===== src/rtl/sci2_tx_scheduler.sv =====
// Round-robin SCI2 command scheduler/serializer: accepts one command per grant, shifts 13-bit frames LSB-first per bit_en.
// Latency: first bit on the first bit_en after grant; backpressure: req_ready pulses only in IDLE, never while a command or gap is in flight.
module sci2_tx_scheduler #(
    parameter int GAP_BITS = 5
) (
    input  logic        clk,
    input  logic        rst_n,
    input  logic        bit_en,
    input  logic [1:0]  req_valid,
    output logic [1:0]  req_ready,
    input  logic [17:0] req_cmd,
    input  logic [5:0]  req_len,
    input  logic [71:0] req_info,
    output logic        data_a,
    output logic        data_b,
    output logic        busy,
    output logic        grant_id,
    output logic        done,
    output logic        err_len
);
    localparam int MAX_WORDS = 5;

    typedef enum logic [1:0] {IDLE, SHIFT, GAP} state_t;

    state_t          state, state_nx;
    logic            last_gnt;
    logic [8:0]      cmd_q;
    logic [2:0]      len_q;
    logic [3:0][8:0] info_q;
    logic [2:0]      widx;
    logic [3:0]      bidx;
    logic [7:0]      gap_cnt;

    logic            gnt_any;
    logic            gnt;
    logic [2:0]      sel_len;
    logic            len_ok;
    logic            last_bit;
    logic            gap_end;
    logic [8:0]      wdata;
    logic            mark;
    logic [12:0]     word;

    // The requester not granted last wins a tie.
    always_comb begin
        gnt_any = |req_valid;
        gnt     = (req_valid == 2'b11) ? ~last_gnt : req_valid[1];
        sel_len = gnt ? req_len[5:3] : req_len[2:0];
        len_ok  = (sel_len != 3'd0) && (sel_len <= 3'(MAX_WORDS));
    end

    always_comb begin
        last_bit = (widx == len_q - 3'd1) && (bidx == 4'd12);
        gap_end  = (gap_cnt == 8'(GAP_BITS - 1));
        mark     = (widx == 3'd0);
        wdata    = mark ? cmd_q : info_q[widx[1:0] - 2'd1];
        word     = {1'b1, ~^{mark, wdata}, mark, wdata, 1'b0};
    end

    always_ff @(posedge clk or negedge rst_n) begin
        if (!rst_n) state <= IDLE;
        else        state <= state_nx;
    end

    always_comb begin
        state_nx = state;
        case (state)
            IDLE:    if (gnt_any && len_ok)   state_nx = SHIFT;
            SHIFT:   if (bit_en && last_bit)  state_nx = GAP;
            GAP:     if (bit_en && gap_end)   state_nx = IDLE;
            default:                          state_nx = IDLE;
        endcase
    end

    always_comb begin
        req_ready = 2'b00;
        if (state == IDLE && gnt_any) req_ready = gnt ? 2'b10 : 2'b01;
        busy   = (state != IDLE);
        data_b = ~data_a;
    end

    always_ff @(posedge clk or negedge rst_n) begin
        if (!rst_n) begin
            data_a   <= 1'b1;
            done     <= 1'b0;
            err_len  <= 1'b0;
            grant_id <= 1'b0;
            last_gnt <= 1'b1;
            cmd_q    <= '0;
            len_q    <= '0;
            info_q   <= '0;
            widx     <= '0;
            bidx     <= '0;
            gap_cnt  <= '0;
        end else begin
            done    <= 1'b0;
            err_len <= 1'b0;
            case (state)
                IDLE: begin
                    data_a <= 1'b1;
                    if (gnt_any) begin
                        grant_id <= gnt;
                        last_gnt <= gnt;
                        cmd_q    <= gnt ? req_cmd[17:9]   : req_cmd[8:0];
                        info_q   <= gnt ? req_info[71:36] : req_info[35:0];
                        len_q    <= sel_len;
                        err_len  <= ~len_ok;
                        widx     <= '0;
                        bidx     <= '0;
                        gap_cnt  <= '0;
                    end
                end
                SHIFT: begin
                    if (bit_en) begin
                        data_a <= word[bidx];
                        if (last_bit) begin
                            done <= 1'b1;
                        end else if (bidx == 4'd12) begin
                            bidx <= '0;
                            widx <= widx + 3'd1;
                        end else begin
                            bidx <= bidx + 4'd1;
                        end
                    end
                end
                GAP: begin
                    if (bit_en) begin
                        data_a  <= 1'b1;
                        gap_cnt <= gap_cnt + 8'd1;
                    end
                end
                default: data_a <= 1'b1;
            endcase
        end
    end
endmodule


===== config.mk =====
export PLATFORM = sky130hd
export DESIGN_NAME = sci2_tx_scheduler
export DESIGN_NICKNAME = d
export VERILOG_FILES = /design/src/rtl/sci2_tx_scheduler.sv
export SDC_FILE = /design/constraint.sdc
export NUM_CORES = 1
export LEC_CHECK = 0
export CAP_MARGIN = 20
export CORE_MARGIN = 2
export CORE_UTILIZATION = 52
export CTS_BUF_LIST = sky130_fd_sc_hd__clkbuf_4 sky130_fd_sc_hd__clkbuf_8 sky130_fd_sc_hd__clkbuf_16
export CTS_CLUSTER_DIAMETER = 200
export DETAILED_ROUTE_END_ITERATION = 6
export GPL_ROUTABILITY_DRIVEN = 1
export PLACE_DENSITY_LB_ADDON = 0.05
export SLEW_MARGIN = 10
export SYNTH_ARGS = -nofsm -noshare
export SYNTH_HDL_FRONTEND = slang
export SYNTH_SLANG_ARGS = --single-unit

===== constraint.sdc =====
create_clock -name clk -period 5.9 [get_ports clk]
set_input_delay 1.18 -clock clk [delete_from_list [all_inputs] [get_ports clk]]
set_output_delay 1.18 -clock clk [all_outputs]
set_load 0.05 [all_outputs]

Yosys cells after proc, flatten, opt, wreduce, memory -nomap -nowiden --
Index checks and enable logic that the tools add are counted.
Storage, ports and cells: output and inout port bits 8, word-level logic and storage cells 96, flip-flop bits (word level) 70, input port bits 101
Cells by class: reduce and logical (&&, ||, !) cells 20, eq/ne operators 14, add/sub/neg operators 5, mux-type cells 36, magnitude comparators 3, bitwise gates (word level) 3
Operators by type and width (count):
- $mux 36 | 1
- $mux 9 | 3
- $bmux 9 s2 | 1
- $mux 4 | 4
- $mux 8 | 2
- $ne 2x2->1 const B | 8
- $pmux 8 s2 | 1
- $mux 3 | 5
- $mux 2 | 5
- $reduce_xnor 10->1 | 1
- $mux 1 | 9
- $add 8x1->8 const B | 1
- $eq 8x3->1 const B | 1
- $pmux 4 s2 | 1
- $logic_and 1x1->1 | 6
- $pmux 2 s3 | 1
- $pmux 3 s2 | 1
- $reduce_and 3->1 | 2
- $reduce_bool 2->1 | 3
- $lt 4x5->1 const B | 1
- $reduce_and 5->1 | 1
- $add 4x1->4 const B | 1
- $bmux 1 s4 | 1
- $eq 2x2->1 const B | 2
- other kinds (16) | 19

Logic depth before layout (Yosys ltp) --
Gate-level depths: netlist (run 1).
word-level depth 9, mapped depth 11, gate-level depth less buffers 8

Least setup slack after synthesis (run 1) --
Ideal clock, no wire load.
kind input to output, start point input req_valid[1], end point output req_ready[1], stages on the path 3, data required time 4720 ps, slack 2349 ps, path buffers 1, arrival 2371 ps, path through a21boi_1 clkbuf_1 and2_1
Between the ends: word-level cells in the longest chain between the ends 4, elaborated cells on any way between the ends 6, classes of those cells eq/ne (1); mux (3); reduce/logical (2)
RTL lines:
- from (decl) | line 9 | input logic [1:0] req_valid,
- $eq 2x2->1 | line 47 | gnt = (req_valid == 2'b11) ? ~last_gnt : req_valid[1];
- $mux 1 | line 47
- $mux 2 | line 77 | if (state == IDLE && gnt_any) req_ready = gnt ? 2'b10 : 2'b01;
- $mux 2 (*) | line 77
- to (decl) | line 10 | output logic [1:0] req_ready,
Every way passes the cells marked *; elsewhere a longest branch is shown, timed or not.

Worst setup path after layout (run 1) --
Ends and elaborated chain as after synthesis.

==> results of run 1 <==
## cells in the final DEF (no fill, tap or decap), drive strengths merged, types with 5 or more instances in the layout
| master | instances |
|---|---|
| a21oi | 9 |
| a22oi | 45 |
| buf | 6 |
| clkbuf | 13 |
| clkdlybuf4s50 | 107 |
| dfrtp | 68 |
| ha | 7 |
| inv | 12 |
| mux2i | 6 |
| mux4 | 7 |
| nand2 | 63 |
| nand3 | 14 |
| nor2 | 21 |
| nor3 | 5 |
| o21ai | 63 |
| xnor2 | 9 |
| xor2 | 6 |
## through the flow
| stage | hold WS (ps) | cells | cell area (um^2) | total power, mW |
|---|---|---|---|---|
| global route | 502 | 613 | 5270 | 2.81 |
| global placement | 454 | 596 | 5060 | 2.21 |
| floorplan | 441 | 413 | 3940 | 1.90 |
| CTS | 485 | 612 | 5250 | 2.63 |
| finish | 481 | 613 | 5270 | 2.62 |
| detailed placement | 466 | 596 | 5060 | 2.25 |
## path summary, 6_finish.rpt
check,from,endpoint,slack (ps),depth (start not counted)
worst max-delay path,req_valid[1],req_ready[1],1400,4
worst min-delay path,info_q[16],info_q[16],480,2
worst max register to register,widx[0],data_a,2510,8
worst min register to register,info_q[16],info_q[16],480,2
max in group asynchronous,rst_n,info_q[29],4310,2
min in group asynchronous,rst_n,gap_cnt[6],1020,2
## power groups by stage
| stage | clock network [mW] | registers, mW | logic (mW) |
|---|---|---|---|
| after detailed placement | 0 | 0.871 | 1.38 |
| after CTS | 0.369 | 0.865 | 1.39 |
| after floorplan | 0 | 0.809 | 1.09 |
| final | 0.360 | 0.867 | 1.40 |
| after global placement | 0 | 0.861 | 1.34 |
| after global routing | 0.389 | 0.891 | 1.53 |
## critical path, delay by kind of cell
kind / cells / cell delay, ps
buf+inv: 2 / 1440
compound gates: 1 / 440
simple gates: 1 / 260
## kinds of logic after synthesis
kind of cell | Yosys count | share of synthesized area
flops | 70 | 0.446
compound gates | 138 | 0.221
fa+ha+maj | 7 | 0.0222
mux | 17 | 0.0747
buf+inv | 40 | 0.0470
simple gates | 123 | 0.139
xor+xnor | 18 | 0.0508
## routing by layer
layer	track usage	part of all wire	vias up
li1	-	-	1688
met4	0.0896	0.020	0
met2	0.427	0.51	101
met5	0	0	-
met1	0.309	0.43	1702
met3	0.0481	0.048	21
## layout make-up
type | count | area (um^2) | share of cell area
Inverter | 12 | 45.0 | 0.00855
Sequential cell | 70 | 1750 | 0.333
Multi-Input combinational cell | 303 | 2030 | 0.386
Clock buffer | 13 | 166 | 0.0316
Tap cell | 99 | 124 | 0.0235
Timing Repair Buffer | 113 | 1130 | 0.214
Clock inverter | 3 | 20.0 | 0.00380
## registers in the layout, summed over array words and instances (netlist names)
name	cells
grant_id	1
gap_cnt	8
bidx	4
err_len	1
len_q	3
data_a	1
done	1
state	2
widx	3
cmd_q	9
last_gnt	1
info_q	36
==> flow_results.org, run 1 <==
** Synthesis
- A synthesized cell averages 9.53 um^2.
- Synth unique cells :: 52
- For this run, the register share of the synthesized area comes to 0.446.
- Summed over all instances, the cell type with the most area after synthesis is dfrtp_1.
- Post-synth design cell area :: 3940 um^2
- Counting flops with a built-in enable in the synthesized netlist gives 0.
- The share of synthesized area in the top cell type comes to 0.432.
- By area the synthesized netlist is led by dfrtp_1 43%, a22oi_1 8.6%, o21ai_0 7.9%, nand2_1 6.0%, mux4_1 3.3%.
- Counting every net in the synthesized netlist gives about 520.
- Register bit count reported by yosys :: 70
- Yosys instantiated no cell more often than dfrtp_1.
- Most used flip-flop cell after synthesis :: dfrtp_1
- Synthesized instance count :: 413
- Most common library cells after synthesis :: 68 x dfrtp_1, 63 x nand2_1, 62 x o21ai_0, 45 x a22oi_1, 24 x clkbuf_1
- Warnings, synthesis :: 0
- For this run, asynchronously set or reset flops after synthesis account for 1.00.

** Global routing
- First-pass GRT wire length :: 16400 um
- The initial antenna violation count is 0.
- Via count of the first global-routing pass :: 3514
- Across every metal layer, demand over resource in global routing totals 0.247.
- Overall overflow remaining after global route :: 0
- Entering global routing, the biggest net connects 71 pins.

** Power and ir drop
- Reported leakage power :: ~2.3 nW
- Of the total power, combinational logic draws 0.532.
- Across the VDD grid, the largest voltage drop is 0.308 mV.
- Internal power of the cells :: 1.55 mW
- The share of total power dissipated in the clock network is 0.137.
- Of the total power, the share spent switching nets is 0.409.
- The analysis attributes to net switching a power of between 1 and 1.5 mW.
- The share of total power dissipated in sequential elements is 0.330.
- Power density normalized to cell area :: approximately 500 nW/um^2

** Route
- Number of vias after detailed routing :: between 3000 and 4000
- After detailed routing, the number of remaining DRC violations is 0.
- For this block, the initial DRC count from the detailed router was 225.
- Routed Antenna Nets :: 0
- The first detailed-routing pass ran for 5 iterations.
- Wire per inst :: 16.1 um
- Routed WL :: between 9000 and 10000 um
- Post-detailed-route via-to-cell ratio :: 5.73

** Timing
- Max Clock Freq :: 0.222 GHz
- Summed over all failing endpoints, the final setup total negative slack is 0 ps.
- Final Hold Viols :: 0
- Final-report setup violation count :: 0
- The clock arrives with 7.50 ps of skew.
- For the pin with the worst max-slew slack, the measured transition is 869 ps.
- Final worst-path setup slack :: 1400 ps
- The smallest clock period supported by the final layout is computed as ~4500 ps.
- Setup repair after global routing left no endpoint under its margin.
- Number of max-slew violations in the final report :: 0
- Final Cycle Share :: 0.762
- Max-slew headroom at the worst pin :: 0.421

** Placed design
- At the end of routability-driven placement, the weighted congestion stood at 0.856.
- Hpwl dp :: approximately 7200 um
- Number of port buffers :: 108
- Setup Slack @ Placement :: 1410 ps

** Critical path
- Highest-delay cell along the critical path :: clkdlybuf4s50_1
- Cell repeated most along the worst path :: clkdlybuf4s50_1
- Chain of cells forming the critical path :: clkdlybuf4s50_1 > a21boi_4 > and2_1 > clkdlybuf4s50_1
- Start-to-end type of the worst setup path :: in2out
- Required time of the worst setup path :: 4720 ps
- Kind of capture point of the worst setup path :: primary output
- Worst-path maximum fanout :: 14
- CP Data Arrival Time :: about 3300 ps
- Critical Path Start Type :: primary input
- In this design, the stage delay of the slowest critical-path cell is 820 ps.

** Die
- Vertical extent of the die :: 91.0 um
- Effective utilization at floorplan :: 0.540
- Core area :: 7290 um^2
- After floorplanning, the core was divided into 31 placement rows.
- Die Span X :: 91.0 um
- Die ar. :: 8280 um^2
- Num ports :: between 100 and 150

** Clocking
- Clock input transition at the sequential cells of the worst setup and hold paths :: 70 ps
- The clock net in this run drives a total of 70 sinks.
- At the later pin of the worst-skew pair, clock insertion delay measures ~350 ps.
- Clock H-tree levels :: 3
- Buffer depth of the longest clock path :: 2
- TritonCTS built the clock tree.
- After clock tree synthesis, the flow added hold-fix buffers numbering 0.
- After clock tree synthesis, the setup repair step added 0 buffers.
- Number of gates given a new drive strength after cts :: 0
- In this run, CTS created clock tree buffers numbering 9.
- Clk root buf :: clkbuf_8

** Final layout
- For this run, the share of the core covered by cells in the final layout is 0.722.
- Number of nets in the finished design :: 617
- In the final layout, the share of cells above drive strength 1 is 0.0700.
- Synth-to-layout area growth :: 33.8%
- The layout has 589 filler cells.
- The number of antenna diodes in the final layout is 0.

** Hold path
- The path class of the tightest hold or removal check is reg2reg.

** Outcome
- Status :: complete, no violations

** Run
- Max-cap violations in this run came to 0.
Power figures use the tool's default switching activity.
==> run 2, diff against run 1 <==
Settings changed: CORE_UTILIZATION 52 to 49.
Clock period 5.9 ns to 4.6 ns, I/O delays scaled along.
==> flow_results.org, run 2 (same netlist as run 1, synthesis figures left out) <==
** Clocking
- CTS saw 70 sinks.
- CTS Buf Count :: 9
- Buffer count from post-CTS setup fixing :: 0
- The tree is rooted in a clkbuf_8.
- Clock input transition at the sequential cells of the worst setup and hold paths :: roughly 70 ps
- Clock H-tree levels :: 3
- CTS tree :: yes
- Clock latency of the later-clocked register in the worst-skew pair :: 350 ps
- The number of hold buffers added after CTS was 0.
- Number of gates given a new drive strength after cts :: 0
- The clock passes through at most 2 buffers.

** Critical path
- Required time of the worst setup path :: 3680 ps
- Highest-delay cell along the critical path :: clkdlybuf4s50_1
- Stage delay of the slowest cell on the critical path :: 880 ps
- Minimum setup slack among reg-to-reg paths :: between 1500 and 2000 ps
- The worst register-to-register path ends at data_a.
- Cells on worst reg2reg path :: 9
- Of all nets on the critical path, the largest fanout is 4.
- At the worst endpoint, the arrival time is around 2800 ps.
- The worst setup path is launched from a primary input.
- The worst setup path is captured at a primary output.
- Cell repeated most along the worst path :: clkdlybuf4s50_1
- Among cell families on the critical path, the largest total delay comes from buffers and inverters.
- Start-to-end type of the worst setup path :: in2out
- The critical path contains buffers and inverters numbering 2 combined.
- Start of the worst register-to-register path :: widx[0]
- Chain of cells forming the critical path :: clkdlybuf4s50_1 > a21boi_4 > nor2_1 > clkdlybuf4s50_1

** Timing
- In this run the tightest slew margin relative to its limit is 0.542.
- Fin Clk Skew :: 11.3 ps
- Final Hold Viols :: 0
- Max Clock Freq :: 0.270 GHz
- Crit path time final :: 3710 ps
- Setup TNS :: 0 ps
- Final Cycle Share :: 0.806
- Pin slew with the least headroom to its limit :: 681 ps
- Setup repair after global routing left no endpoint under its margin.
- The count of pins over their slew limit came to 0.
- Setup violations remaining at the end of the flow were counted as 0.

** Final layout
- Number of nets in the finished design :: 618
- More flip-flops sit in one register than any other, and that register is info_q.
- In the final layout, the registers with the most flip-flops are info_q (36), cmd_q (9), gap_cnt (8).
- In the layout the commonest cells are 106 x clkdlybuf4s50_1, 68 x dfrtp_1, 63 x nand2_1.
- Synth-to-layout area growth :: 34.4%
- Fraction of the core area covered by cells at the end of the flow :: 0.682
- Total area of multi-input combinational cells :: 2030 um^2
- FILL cells :: 648
- Diodes inserted :: 0
- The register with the most flip-flops in the layout has 36 of them.
- Summing all flip-flop and latch instances after layout gives approximately 1800 um^2.
- Leaving out fill and tap cells, the most frequent cell in the layout is clkdlybuf4s50_1.
- Of the cells placed in the final design, the portion with a size suffix greater than 1 is 0.0738.

** Placed design
- The wire-length estimate of the detail-placed layout is slightly above 7000 um.
- The congestion estimate from routability-driven global placement came to 0.868.
- In this run the tool buffered the top-level ports with about 110 buffer cells.

** Die
- 109 I/O pins were placed.
- Die Span X :: 93.6 um
- Core area :: around 7800 um^2
- Die ar. :: 8770 um^2
- Vertical extent of the die :: 93.6 um
- The initial utilization of the core area, before any placement, comes to 0.507.
- Number of placement rows :: 32

** Route
- Dividing the detail-routed via count by the number of cells gives 5.63.
- Violation count after the first detailed-routing iteration :: 177
- The first detailed-routing pass ran for 5 iterations.
- Once detail routing completed, the nets flagged for antenna violations numbered 0.
- The routed design has 9700 um of wire.
- Wire per inst :: approximately 16 um
- Number of vias after detailed routing :: 3476
- Drc violations :: 0

** Outcome
- The run finished with clean final reports.

** Power and ir drop
- Summed over all cells, the static leakage comes to approximately 2.3 nW.
- Worst voltage drop across the vdd grid :: ~0.45 mV
- Power density normalized to cell area :: 643 nW/um^2
- The completed layout was analyzed and its total power is 3.40 mW.

** Global routing
- The total overflow left after global routing is 0.
- The first global-routing pass estimated 16100 um of wire.
- Initial antenna violation count :: 0
- Entering global routing, the biggest net connects 60 pins.
- Gr usage total :: 0.235
- Via count of the first global-routing pass :: 3414

** Run
- Max-cap check violation count :: 0

** Hold path
- For hold timing, the worst endpoint is info_q[20].
- In this run the worst hold path is classified as reg2reg.
- Hold wc startpoint :: info_q[20]
- The worst hold path passes through 2 cells.
run 2: changes by cell type in the layout (fill, tap and decap cells not counted):
cell | before | now
clkinv_2 | 1 | 3
bufinv_16 | 0 | 1
clkinvlp_4 | 2 | 0
clkbuf_4 | 2 | 1
clkdlybuf4s50_1 | 107 | 106
buf_4 | 4 | 6
run 2: power breakdown:
part	switching [mW]	total, mW	internal, mW
logic	0.934	1.81	0.881
clock network	0.227	0.510	0.284
registers	0.202	1.08	0.876
run 2: metrics by stage:
step / setup WS (ps) / instances / hold slack (ps) / area (um^2)
final: 894 / 617 / 472 / 5290
after global routing: 833 / 617 / 499 / 5290
after CTS: 866 / 616 / 478 / 5270
after detailed placement: 866 / 600 / 463 / 5070
after global placement: 864 / 600 / 457 / 5070
after floorplan: 1570 / 413 / 441 / 3940
run 2: how the worst max path moves through the flow:
stage / startpoint / end / slack (ps) / depth (start not counted)
after global placement: req_valid[1] / req_ready[0] / 860 / 4
final: req_valid[1] / req_ready[0] / 890 / 4
after detailed placement: req_valid[1] / req_ready[0] / 870 / 4
after global routing: req_valid[1] / req_ready[0] / 830 / 4
after CTS: req_valid[1] / req_ready[0] / 870 / 4
after floorplan: req_valid[1] / req_ready[1] / 1570 / 3
run 2: final cells by class:
class                   count  share of cell area
clock buffers              12              0.0300
clock inverters             4             0.00851
flip-flops and latches     70               0.331
multi-input cells         303               0.384
well taps                 102              0.0241
repair buffers            114               0.214
inverters                  12             0.00851
run 2: worst register-to-register path, cell delays in order, from the launching register on:
cell	delay [ps]
dfrtp_1	320
buf_4	270
inv_1	100
ha_1	620
mux4_1	370
mux2_2	310
xnor2_1	200
xnor2_1	140
xnor3_1	440
o2111ai_2	180
run 2: metal layers:
layer / routed length (um) / part of all wire / vias to the layer above / track usage
li1: - / - / 1686 / -
met1: 4360 / 0.45 / 1679 / 0.325
met2: 4720 / 0.49 / 97 / 0.372
met3: 445 / 0.046 / 14 / 0.0395
met4: 179 / 0.018 / 0 / 0.0918
met5: 0 / 0 / - / 0
